===== config.mk =====
export PLATFORM = sky130hd
export DESIGN_NAME = hicore_rob_ctrl_flat
export DESIGN_NICKNAME = d
export VERILOG_FILES = /design/src/rtl/hicore_rob_pkg.sv /design/src/rtl/hicore_rob_ctrl_if.sv /design/src/rtl/hicore_rob_entry_ram.sv /design/src/rtl/hicore_rob_ctrl.sv /design/src/flat_wrapper.sv
export SDC_FILE = /design/constraint.sdc
export NUM_CORES = 2
export LEC_CHECK = 0
export ABC_CLOCK_PERIOD_IN_PS = 8200
export CORE_ASPECT_RATIO = 0.7
export CORE_MARGIN = 8
export CORE_UTILIZATION = 30
export CTS_BUF_LIST = sky130_fd_sc_hd__clkbuf_2 sky130_fd_sc_hd__clkbuf_4 sky130_fd_sc_hd__clkbuf_8
export DETAILED_ROUTE_END_ITERATION = 6
export PLACE_DENSITY = 0.51
export SKIP_LAST_GASP = 1
export SLEW_MARGIN = 40
export SYNTH_ARGS = -nofsm -noshare
export SYNTH_HDL_FRONTEND = slang
export SYNTH_SLANG_ARGS = --single-unit

===== constraint.sdc =====
create_clock -name clk -period 8.2 [get_ports clk]
set_input_delay 1.64 -clock clk [delete_from_list [all_inputs] [get_ports clk]]
set_output_delay 1.64 -clock clk [all_outputs]
set_load 0.01 [all_outputs]

===== src/rtl/hicore_rob_pkg.sv =====
// rtl/hicore_rob_pkg.sv - shared widths, entry record and helpers for the reorder buffer
package hicore_rob_pkg;

  localparam int RFIDX_W  = 5;
  localparam int CSRIDX_W = 12;
  localparam int REG_W    = 32;
  localparam int PC_W     = 32;
  localparam int EXCP_W   = 4;
  localparam int IRQ_W    = 3;
  localparam int WB_W     = PC_W + IRQ_W + EXCP_W;

  // One reorder-buffer slot; info is packed {pc, irq, excp}
  typedef struct packed {
    logic                valid;
    logic                done;
    logic                rd_need;
    logic [RFIDX_W-1:0]  rd_idx;
    logic [REG_W-1:0]    rd_data;
    logic                csr_need;
    logic [CSRIDX_W-1:0] csr_idx;
    logic [REG_W-1:0]    csr_data;
    logic                fence_i;
    logic                mret;
    logic [PC_W-1:0]     next_pc;
    logic [WB_W-1:0]     info;
  } rob_entry_t;

  // Exception bits sit in the least significant end of the info word
  function automatic logic [EXCP_W-1:0] info_excp(input logic [WB_W-1:0] info);
    return info[EXCP_W-1:0];
  endfunction

endpackage


===== src/rtl/hicore_rob_ctrl_if.sv =====
// rtl/hicore_rob_ctrl_if.sv - dispatch, writeback and retire signal bundle of the reorder buffer
interface hicore_rob_ctrl_if #(
  parameter int DEPTH = 8,
  parameter int TAG_W = 3
);
  import hicore_rob_pkg::*;

  logic                disp_valid;
  logic                disp_ready;
  logic [TAG_W-1:0]    disp_tag;
  logic                disp_rd_need;
  logic [RFIDX_W-1:0]  disp_rd_idx;
  logic                disp_csr_need;
  logic [CSRIDX_W-1:0] disp_csr_idx;
  logic                disp_fence_i_op;
  logic                disp_mret_op;
  logic [WB_W-1:0]     disp_info;

  logic                wb0_valid;
  logic [TAG_W-1:0]    wb0_tag;
  logic [REG_W-1:0]    wb0_rd_data;
  logic [REG_W-1:0]    wb0_csr_data;
  logic [PC_W-1:0]     wb0_next_pc;
  logic [EXCP_W-1:0]   wb0_excp;

  logic                wb1_valid;
  logic [TAG_W-1:0]    wb1_tag;
  logic [REG_W-1:0]    wb1_rd_data;
  logic [REG_W-1:0]    wb1_csr_data;
  logic [PC_W-1:0]     wb1_next_pc;
  logic [EXCP_W-1:0]   wb1_excp;

  logic                rob_valid;
  logic                rob_ready;
  logic                rob_rd_need;
  logic [RFIDX_W-1:0]  rob_rd_idx;
  logic [REG_W-1:0]    rob_rd_data;
  logic                rob_csr_need;
  logic [CSRIDX_W-1:0] rob_csr_idx;
  logic [REG_W-1:0]    rob_csr_data;
  logic                rob_fence_i_op;
  logic                rob_mret_op;
  logic [PC_W-1:0]     rob_next_pc;
  logic [WB_W-1:0]     rob_info;

  logic                flush;
  logic                rob_empty;
  logic                rob_full;
  logic [TAG_W:0]      rob_count;

  modport master (
    output disp_valid, disp_rd_need, disp_rd_idx, disp_csr_need, disp_csr_idx,
           disp_fence_i_op, disp_mret_op, disp_info,
           wb0_valid, wb0_tag, wb0_rd_data, wb0_csr_data, wb0_next_pc, wb0_excp,
           wb1_valid, wb1_tag, wb1_rd_data, wb1_csr_data, wb1_next_pc, wb1_excp,
           rob_valid, flush,
    input  disp_ready, disp_tag, rob_ready, rob_rd_need, rob_rd_idx, rob_rd_data,
           rob_csr_need, rob_csr_idx, rob_csr_data, rob_fence_i_op, rob_mret_op,
           rob_next_pc, rob_info, rob_empty, rob_full, rob_count
  );

  modport slave (
    input  disp_valid, disp_rd_need, disp_rd_idx, disp_csr_need, disp_csr_idx,
           disp_fence_i_op, disp_mret_op, disp_info,
           wb0_valid, wb0_tag, wb0_rd_data, wb0_csr_data, wb0_next_pc, wb0_excp,
           wb1_valid, wb1_tag, wb1_rd_data, wb1_csr_data, wb1_next_pc, wb1_excp,
           rob_valid, flush,
    output disp_ready, disp_tag, rob_ready, rob_rd_need, rob_rd_idx, rob_rd_data,
           rob_csr_need, rob_csr_idx, rob_csr_data, rob_fence_i_op, rob_mret_op,
           rob_next_pc, rob_info, rob_empty, rob_full, rob_count
  );

endinterface


===== src/rtl/hicore_rob_entry_ram.sv =====
// rtl/hicore_rob_entry_ram.sv - reorder-buffer slot array with dispatch write, two writeback merges and head read
module hicore_rob_entry_ram
  import hicore_rob_pkg::*;
#(
  parameter int DEPTH = 8,
  parameter int TAG_W = 3
) (
  input  logic              clk,
  input  logic              rst,
  input  logic              clear,
  input  logic              wr_en,
  input  logic [TAG_W-1:0]  wr_tag,
  input  rob_entry_t        wr_entry,
  input  logic              wb0_en,
  input  logic [TAG_W-1:0]  wb0_tag,
  input  logic [REG_W-1:0]  wb0_rd_data,
  input  logic [REG_W-1:0]  wb0_csr_data,
  input  logic [PC_W-1:0]   wb0_next_pc,
  input  logic [EXCP_W-1:0] wb0_excp,
  input  logic              wb1_en,
  input  logic [TAG_W-1:0]  wb1_tag,
  input  logic [REG_W-1:0]  wb1_rd_data,
  input  logic [REG_W-1:0]  wb1_csr_data,
  input  logic [PC_W-1:0]   wb1_next_pc,
  input  logic [EXCP_W-1:0] wb1_excp,
  input  logic              rd_clr_en,
  input  logic [TAG_W-1:0]  rd_tag,
  output rob_entry_t        rd_entry
);

  rob_entry_t mem [DEPTH];
  logic       wb0_hit;
  logic       wb1_hit;

  // Writebacks only land on live slots; port 1 yields to port 0 on a shared tag
  always_comb begin
    wb0_hit = wb0_en & mem[wb0_tag].valid;
    wb1_hit = wb1_en & mem[wb1_tag].valid & ~(wb0_en & (wb0_tag == wb1_tag));
  end

  assign rd_entry = mem[rd_tag];

  // Slot update: bulk clear dominates, otherwise dispatch fill, writeback merge and retire release
  always_ff @(posedge clk) begin
    if (rst || clear) begin
      for (int i = 0; i < DEPTH; i++) begin
        mem[i].valid <= 1'b0;
        mem[i].done  <= 1'b0;
      end
    end else begin
      for (int i = 0; i < DEPTH; i++) begin
        if (wr_en && (wr_tag == TAG_W'(i))) begin
          mem[i] <= wr_entry;
        end
        if (wb1_hit && (wb1_tag == TAG_W'(i))) begin
          mem[i].done               <= 1'b1;
          mem[i].rd_data            <= wb1_rd_data;
          mem[i].csr_data           <= wb1_csr_data;
          mem[i].next_pc            <= wb1_next_pc;
          mem[i].info[EXCP_W-1:0]   <= info_excp(mem[i].info) | wb1_excp;
        end
        if (wb0_hit && (wb0_tag == TAG_W'(i))) begin
          mem[i].done               <= 1'b1;
          mem[i].rd_data            <= wb0_rd_data;
          mem[i].csr_data           <= wb0_csr_data;
          mem[i].next_pc            <= wb0_next_pc;
          mem[i].info[EXCP_W-1:0]   <= info_excp(mem[i].info) | wb0_excp;
        end
        if (rd_clr_en && (rd_tag == TAG_W'(i))) begin
          mem[i].valid <= 1'b0;
        end
      end
    end
  end

endmodule


===== src/rtl/hicore_rob_ctrl.sv =====
// rtl/hicore_rob_ctrl.sv - reorder-buffer controller: in-order allocate, out-of-order complete, in-order retire
module hicore_rob_ctrl
  import hicore_rob_pkg::*;
#(
  parameter int DEPTH = 8,
  parameter int TAG_W = 3
) (
  input  logic                   clk,
  input  logic                   rst,
  hicore_rob_ctrl_if.slave       bus
);

  localparam logic [TAG_W:0] FULL_CNT = (TAG_W + 1)'(DEPTH);

  logic [TAG_W-1:0] head;
  logic [TAG_W-1:0] tail;
  logic [TAG_W:0]   count;
  logic             disp_ready_w;
  logic             rob_ready_w;
  logic             disp_fire;
  logic             retire_fire;
  rob_entry_t       head_entry;
  rob_entry_t       disp_entry;

  // Handshake qualification; readiness comes from registered state only
  always_comb begin
    disp_ready_w = (count != FULL_CNT);
    rob_ready_w  = head_entry.valid & head_entry.done;
    disp_fire    = bus.disp_valid & disp_ready_w;
    retire_fire  = bus.rob_valid & rob_ready_w;
  end

  // Fresh slot image from the dispatch fields; results arrive later by writeback
  always_comb begin
    disp_entry          = '0;
    disp_entry.valid    = 1'b1;
    disp_entry.done     = 1'b0;
    disp_entry.rd_need  = bus.disp_rd_need;
    disp_entry.rd_idx   = bus.disp_rd_idx;
    disp_entry.csr_need = bus.disp_csr_need;
    disp_entry.csr_idx  = bus.disp_csr_idx;
    disp_entry.fence_i  = bus.disp_fence_i_op;
    disp_entry.mret     = bus.disp_mret_op;
    disp_entry.info     = bus.disp_info;
  end

  // Pointer and occupancy tracking; flush rewinds everything to slot 0
  always_ff @(posedge clk) begin
    if (rst || bus.flush) begin
      head  <= '0;
      tail  <= '0;
      count <= '0;
    end else begin
      if (disp_fire) begin
        tail <= tail + TAG_W'(1);
      end
      if (retire_fire) begin
        head <= head + TAG_W'(1);
      end
      case ({disp_fire, retire_fire})
        2'b10:   count <= count + (TAG_W + 1)'(1);
        2'b01:   count <= count - (TAG_W + 1)'(1);
        default: count <= count;
      endcase
    end
  end

  hicore_rob_entry_ram #(
    .DEPTH (DEPTH),
    .TAG_W (TAG_W)
  ) u_ram (
    .clk          (clk),
    .rst          (rst),
    .clear        (bus.flush),
    .wr_en        (disp_fire),
    .wr_tag       (tail),
    .wr_entry     (disp_entry),
    .wb0_en       (bus.wb0_valid),
    .wb0_tag      (bus.wb0_tag),
    .wb0_rd_data  (bus.wb0_rd_data),
    .wb0_csr_data (bus.wb0_csr_data),
    .wb0_next_pc  (bus.wb0_next_pc),
    .wb0_excp     (bus.wb0_excp),
    .wb1_en       (bus.wb1_valid),
    .wb1_tag      (bus.wb1_tag),
    .wb1_rd_data  (bus.wb1_rd_data),
    .wb1_csr_data (bus.wb1_csr_data),
    .wb1_next_pc  (bus.wb1_next_pc),
    .wb1_excp     (bus.wb1_excp),
    .rd_clr_en    (retire_fire),
    .rd_tag       (head),
    .rd_entry     (head_entry)
  );

  assign bus.disp_ready     = disp_ready_w;
  assign bus.disp_tag       = tail;
  assign bus.rob_ready      = rob_ready_w;
  assign bus.rob_rd_need    = head_entry.rd_need;
  assign bus.rob_rd_idx     = head_entry.rd_idx;
  assign bus.rob_rd_data    = head_entry.rd_data;
  assign bus.rob_csr_need   = head_entry.csr_need;
  assign bus.rob_csr_idx    = head_entry.csr_idx;
  assign bus.rob_csr_data   = head_entry.csr_data;
  assign bus.rob_fence_i_op = head_entry.fence_i;
  assign bus.rob_mret_op    = head_entry.mret;
  assign bus.rob_next_pc    = head_entry.next_pc;
  assign bus.rob_info       = head_entry.info;
  assign bus.rob_empty      = (count == '0);
  assign bus.rob_full       = (count == FULL_CNT);
  assign bus.rob_count      = count;

endmodule

===== src/flat_wrapper.sv =====
// flat-port wrapper written by rule: the top's interface ports become plain ports
module hicore_rob_ctrl_flat import hicore_rob_pkg::*;
#(
  parameter int DEPTH = 8,
  parameter int TAG_W = 3
)
  (clk, rst, bus_disp_valid, bus_disp_rd_need, bus_disp_rd_idx, bus_disp_csr_need, bus_disp_csr_idx, bus_disp_fence_i_op, bus_disp_mret_op, bus_disp_info, bus_wb0_valid, bus_wb0_tag, bus_wb0_rd_data, bus_wb0_csr_data, bus_wb0_next_pc, bus_wb0_excp, bus_wb1_valid, bus_wb1_tag, bus_wb1_rd_data, bus_wb1_csr_data, bus_wb1_next_pc, bus_wb1_excp, bus_rob_valid, bus_flush, bus_disp_ready, bus_disp_tag, bus_rob_ready, bus_rob_rd_need, bus_rob_rd_idx, bus_rob_rd_data, bus_rob_csr_need, bus_rob_csr_idx, bus_rob_csr_data, bus_rob_fence_i_op, bus_rob_mret_op, bus_rob_next_pc, bus_rob_info, bus_rob_empty, bus_rob_full, bus_rob_count);
  hicore_rob_ctrl_if #(.DEPTH(DEPTH), .TAG_W(TAG_W)) bus_i ();
  input  logic clk;
  input  logic rst;
  input wire logic [$bits(bus_i.disp_valid)-1:0] bus_disp_valid;
  input wire logic [$bits(bus_i.disp_rd_need)-1:0] bus_disp_rd_need;
  input wire logic [$bits(bus_i.disp_rd_idx)-1:0] bus_disp_rd_idx;
  input wire logic [$bits(bus_i.disp_csr_need)-1:0] bus_disp_csr_need;
  input wire logic [$bits(bus_i.disp_csr_idx)-1:0] bus_disp_csr_idx;
  input wire logic [$bits(bus_i.disp_fence_i_op)-1:0] bus_disp_fence_i_op;
  input wire logic [$bits(bus_i.disp_mret_op)-1:0] bus_disp_mret_op;
  input wire logic [$bits(bus_i.disp_info)-1:0] bus_disp_info;
  input wire logic [$bits(bus_i.wb0_valid)-1:0] bus_wb0_valid;
  input wire logic [$bits(bus_i.wb0_tag)-1:0] bus_wb0_tag;
  input wire logic [$bits(bus_i.wb0_rd_data)-1:0] bus_wb0_rd_data;
  input wire logic [$bits(bus_i.wb0_csr_data)-1:0] bus_wb0_csr_data;
  input wire logic [$bits(bus_i.wb0_next_pc)-1:0] bus_wb0_next_pc;
  input wire logic [$bits(bus_i.wb0_excp)-1:0] bus_wb0_excp;
  input wire logic [$bits(bus_i.wb1_valid)-1:0] bus_wb1_valid;
  input wire logic [$bits(bus_i.wb1_tag)-1:0] bus_wb1_tag;
  input wire logic [$bits(bus_i.wb1_rd_data)-1:0] bus_wb1_rd_data;
  input wire logic [$bits(bus_i.wb1_csr_data)-1:0] bus_wb1_csr_data;
  input wire logic [$bits(bus_i.wb1_next_pc)-1:0] bus_wb1_next_pc;
  input wire logic [$bits(bus_i.wb1_excp)-1:0] bus_wb1_excp;
  input wire logic [$bits(bus_i.rob_valid)-1:0] bus_rob_valid;
  input wire logic [$bits(bus_i.flush)-1:0] bus_flush;
  output wire logic [$bits(bus_i.disp_ready)-1:0] bus_disp_ready;
  output wire logic [$bits(bus_i.disp_tag)-1:0] bus_disp_tag;
  output wire logic [$bits(bus_i.rob_ready)-1:0] bus_rob_ready;
  output wire logic [$bits(bus_i.rob_rd_need)-1:0] bus_rob_rd_need;
  output wire logic [$bits(bus_i.rob_rd_idx)-1:0] bus_rob_rd_idx;
  output wire logic [$bits(bus_i.rob_rd_data)-1:0] bus_rob_rd_data;
  output wire logic [$bits(bus_i.rob_csr_need)-1:0] bus_rob_csr_need;
  output wire logic [$bits(bus_i.rob_csr_idx)-1:0] bus_rob_csr_idx;
  output wire logic [$bits(bus_i.rob_csr_data)-1:0] bus_rob_csr_data;
  output wire logic [$bits(bus_i.rob_fence_i_op)-1:0] bus_rob_fence_i_op;
  output wire logic [$bits(bus_i.rob_mret_op)-1:0] bus_rob_mret_op;
  output wire logic [$bits(bus_i.rob_next_pc)-1:0] bus_rob_next_pc;
  output wire logic [$bits(bus_i.rob_info)-1:0] bus_rob_info;
  output wire logic [$bits(bus_i.rob_empty)-1:0] bus_rob_empty;
  output wire logic [$bits(bus_i.rob_full)-1:0] bus_rob_full;
  output wire logic [$bits(bus_i.rob_count)-1:0] bus_rob_count;
  assign bus_i.disp_valid = bus_disp_valid;
  assign bus_i.disp_rd_need = bus_disp_rd_need;
  assign bus_i.disp_rd_idx = bus_disp_rd_idx;
  assign bus_i.disp_csr_need = bus_disp_csr_need;
  assign bus_i.disp_csr_idx = bus_disp_csr_idx;
  assign bus_i.disp_fence_i_op = bus_disp_fence_i_op;
  assign bus_i.disp_mret_op = bus_disp_mret_op;
  assign bus_i.disp_info = bus_disp_info;
  assign bus_i.wb0_valid = bus_wb0_valid;
  assign bus_i.wb0_tag = bus_wb0_tag;
  assign bus_i.wb0_rd_data = bus_wb0_rd_data;
  assign bus_i.wb0_csr_data = bus_wb0_csr_data;
  assign bus_i.wb0_next_pc = bus_wb0_next_pc;
  assign bus_i.wb0_excp = bus_wb0_excp;
  assign bus_i.wb1_valid = bus_wb1_valid;
  assign bus_i.wb1_tag = bus_wb1_tag;
  assign bus_i.wb1_rd_data = bus_wb1_rd_data;
  assign bus_i.wb1_csr_data = bus_wb1_csr_data;
  assign bus_i.wb1_next_pc = bus_wb1_next_pc;
  assign bus_i.wb1_excp = bus_wb1_excp;
  assign bus_i.rob_valid = bus_rob_valid;
  assign bus_i.flush = bus_flush;
  assign bus_disp_ready = bus_i.disp_ready;
  assign bus_disp_tag = bus_i.disp_tag;
  assign bus_rob_ready = bus_i.rob_ready;
  assign bus_rob_rd_need = bus_i.rob_rd_need;
  assign bus_rob_rd_idx = bus_i.rob_rd_idx;
  assign bus_rob_rd_data = bus_i.rob_rd_data;
  assign bus_rob_csr_need = bus_i.rob_csr_need;
  assign bus_rob_csr_idx = bus_i.rob_csr_idx;
  assign bus_rob_csr_data = bus_i.rob_csr_data;
  assign bus_rob_fence_i_op = bus_i.rob_fence_i_op;
  assign bus_rob_mret_op = bus_i.rob_mret_op;
  assign bus_rob_next_pc = bus_i.rob_next_pc;
  assign bus_rob_info = bus_i.rob_info;
  assign bus_rob_empty = bus_i.rob_empty;
  assign bus_rob_full = bus_i.rob_full;
  assign bus_rob_count = bus_i.rob_count;
  hicore_rob_ctrl #(.DEPTH(DEPTH), .TAG_W(TAG_W)) u_core (.clk(clk), .rst(rst), .bus(bus_i));
endmodule

==> PnR_summary.wiki <==
{| class="wikitable"
! Metric !! Value
|-
| Slew at the pin closest to its max-slew limit || 0.877 ns
|-
| Area of the die || 207000 um^2
|-
| Number of failing hold endpoints at the final stage || 0
|-
| Largest stage delay on the critical path || 0.85 ns
|-
| Dominant cell type by area after synthesis || edfxtp_1
|-
| CP Max Fanout || 56
|-
| Initial antenna violation count || 46
|-
| Via count || 36100
|-
| Worst-case headroom to the max-slew limit || 41.5%
|-
| Final setup fails || 0
|-
| Drt via density || 5.52
|-
| H-tree level count || 4
|-
| Sequential element share of the synthesized area || 64.3%
|-
| EDFF count, synth || 1164
|-
| Starting utilization of the core area || 30.1%
|-
| Max Buffers Root-to-Sink || 3
|-
| Critical path class || flop to output pin
|-
| Worst vdd rail ir drop || 0.000153 V
|-
| Routed WL || 194000 um
|-
| # Max-Cap Violations || 0
|-
| Critical path cell sequence || buf_12 > buf_16 > mux4_2 > mux2_2 > clkdlybuf4s50_1
|-
| Placed wire-length estimate || 107000 um
|-
| Total iterations of the first detailed-routing run || 6
|-
| Crit path buf inv count || 3
|-
| Maximum number of pins on one net before global-route repair || 124
|-
| Number of nets in the finished design || 4083
|-
| Flip-flop cell with the highest count after synthesis || edfxtp_1
|-
| Leakage power summed over all cells || 21.7 nW
|-
| Global-route wire length before repair || 275000 um
|-
| Worst hold path depth || 2
|-
| Class of the tightest hold or removal check || flop to flop
|-
| GPL Wtd Cong || 0.760
|-
| Number of gates resized after CTS || 0
|-
| Floorplan Core Area || 193000 um^2
|-
| Crit path capture type || output pin
|-
| Number of CTS-inserted buffers || 210
|-
| Horizontal die dimension || 541 um
|-
| Cell count of the worst reg-to-reg path || 11
|-
| Critical Path Start Type || flop
|-
| Number of pins with negative max-slew slack in the final report || 0
|-
| Data required time at the worst endpoint || 6.56 ns
|-
| Number of global-route vias before repair || 37400
|-
| Outcome || finished, final reports clean
|-
| Cell area after synthesis || 57900 um^2
|-
| Clock skew after layout || 0.0828 ns
|-
| CP arrival || 4.15 ns
|-
| Number of DRC markers in iteration 0 || 3443
|-
| Synth top area cells || edfxtp_1, mux4_2, a22o_1
|-
| Count of hold-fix buffers inserted at cts || 0
|-
| Clock Latency Late Sink || 0.95 ns
|-
| Total global-route track usage || 18.0%
|-
| Area overhead of the layout relative to synthesis || 19.2%
|-
| Area share of the largest cell type after synthesis || 60.4%
|-
| CTS sink cnt || 1277
|-
| Critical hold path startpoint || u_core.u_ram.mem[4][156]
|-
| Grt total ovfl || 0
|-
| Worst reg2reg endpoint || u_core.bus.rob_count[3]
|-
| Setup Fix Bufs, Post-CTS || 0
|-
| Min Tclk post-route || 5.79 ns
|-
| Areal power density over the cells || 197 nW/um^2
|-
| Number of warnings reported in the yosys synthesis log || 0
|-
| Count of unique library cells instantiated by Yosys || 56
|-
| Port bufs || 439
|-
| Wire length per cell after detailed routing || 29.7 um
|-
| Root Buffer || clkbuf_8
|-
| Clock slew at reported path FFs || 0.06 ns
|-
| Drc violations || 0
|-
| Asr flop ratio synth || 0%
|-
| Peak Freq || 173 MHz
|-
| FF+latch count, synth || 1277
|-
| Routed Antenna Nets || 0
|-
| CTS tree || built
|-
| Number of placement rows || 135
|-
| Category of cells accounting for the largest share of critical-path delay || buffers and inverters
|-
| Hold EP || u_core.u_ram.mem[4][156]
|-
| Slowest cell on the critical path || dfxtp_4
|-
| Total negative slack for setup checks || 0 ns
|-
| Share of the clock period used by the worst path || 70.6%
|-
| Avg Inst Size Synth || 16.2 um^2
|-
| Post-synthesis cell count || 3569
|-
| Post-synth net total || 3858
|-
| Die Height || 384 um
|-
| I/O pin count || 440
|-
| Area after detailed placement || 64500 um^2
|-
| Setup repair after global routing missed its margin || no
|-
| Total non-filler cell area in the finished layout || 69000 um^2
|-
| Slack of the worst reg-to-reg path || 4.24 ns
|-
| Fraction of final layout cells sized beyond drive strength 1 || 23.9%
|}
==> registers in the layout (all words and copies together), names as in the netlist, named ones only <==
register and flops:
u_core.bus.disp_tag 3, u_core.u_ram.mem 1264, u_core.bus.rob_count 4, u_core.head 3
==> cell families after synthesis <==
logic type / Yosys count / synth area share (%)
multiplexers: 474 / 15.3
XOR/XNOR: 8 / 0.121
buffers and inverters: 529 / 3.77
AND/OR/NAND/NOR: 410 / 3.31
flip-flops: 1277 / 64.3
AO/OA/AOI/OAI: 855 / 12.8
adder cells (fa/ha/maj): 16 / 0.359
==> metrics by stage <==
| stage | power, mW | std cells | setup slack, ns | hold WS [ns] | utilization, % |
|---|---|---|---|---|---|
| after detailed placement | 7.81 | 6113 | 2.62 | 0.473 | 33.5 |
| after floorplan | 7.51 | 3569 | 1.76 | 0.436 | - |
| after global routing | 14.1 | 6522 | 2.11 | 0.516 | 35.8 |
| after global placement | 7.81 | 6105 | 2.31 | 0.477 | 33.4 |
| after CTS | 13.8 | 6507 | 2.26 | 0.481 | 35.8 |
| final | 13.6 | 6528 | 2.41 | 0.476 | 35.8 |
==> worst register-to-register path: cells and delay by family, from the launching register on <==
family,cells,cell delay [ns]
AOI/OAI and AO/OA,3,0.49
xor gates and xnor gates,1,0.09
muxes,2,0.74
buffers and inverters,1,0.51
and+or+nand+nor,2,0.69
adders and majority gates,2,0.53
DFF,1,0.85
==> metal layers <==
layer  part of all wire, %  up-vias  wire length [um]  global-route usage (%)
met3                   7.5      314             14500                    4.56
li1                      -    15100                 -                       -
met4                   2.1       18              4000                    4.51
met2                    46     1531             89800                    28.6
met1                    44    19100             85500                    24.7
met5                 0.064        -               125                       0
==> Yosys cell counts, types with 12 or more instances <==
cell type	instances
edfxtp_1	1164
a22o_1	676
mux4_2	315
nor2_1	228
clkbuf_1	213
mux2_2	157
buf_1	153
dfxtp_1	113
a221oi_1	100
clkbuf_2	90
and2_1	60
nand2_1	40
buf_2	39
o22a_1	28
inv_1	27
nand3_1	19
nor3_1	18
and3_1	15
ha_1	15
a21oi_1	12
==> final cells by class <==
class / instances / area [um^2]
Sequential cell: 1277 / 37200
Tap cell: 2534 / 3170
Timing Repair Buffer: 515 / 5370
Antenna cell: 18 / 45.0
Fill cell: 18100 / 124000
Multi-Input combinational cell: 1763 / 18700
Clock inverter: 78 / 634
Clock buffer: 316 / 3770
Inverter: 27 / 105
==> worst max-delay path by stage <==
stage	startpoint	to	slack, ns	cells past startpoint
3_5_place_dp	bus_wb1_tag[2]	u_core.u_ram.mem[7][143]	2.62	7
2_1_floorplan	bus_disp_valid	u_core.u_ram.mem[3][0]	1.76	4
6_report	flop	bus_rob_rd_data[19]	2.41	5
4_1_cts	flop	bus_rob_rd_data[19]	2.26	4
5_1_grt	flop	bus_rob_rd_data[19]	2.11	5
3_3_place_gp	bus_flush	u_core.u_ram.mem[5][130]	2.31	8
==> report_power, final <==
| group | internal [mW] | switching, mW | leakage, nW |
|---|---|---|---|
| Clock | 3.16 | 2.77 | 2.33 |
| Combinational | 0.252 | 0.320 | 8.19 |
| Sequential | 7.08 | 0.0224 | 11.2 |
==> layout by cell type, fill, tap and decap left out, types with 5 or more instances in the layout <==
cell type,netlist,layout
clkbuf_4,0,92
clkinv_2,0,16
nor3_1,18,15
buf_6,2,15
a21oi_1,12,12
diode_2,0,18
o221a_2,8,8
clkdlybuf4s50_1,0,439
buf_12,0,21
and2_1,60,60
a22o_1,676,676
dfxtp_1,113,110
buf_4,5,35
nand2_1,40,36
ha_1,15,15
inv_1,27,21
a31oi_1,6,6
a221oi_1,100,100
xor2_1,5,5
clkinv_1,0,39
clkbuf_8,0,224
nor2_1,228,226
inv_12,0,6
mux2_2,157,157
edfxtp_1,1164,1164
and3_4,0,11
nand3_1,19,18
o22a_1,28,28
bufinv_16,0,6
mux4_2,315,315
nor2b_1,6,6
No activity file was read; power rests on OpenSTA's default activity.
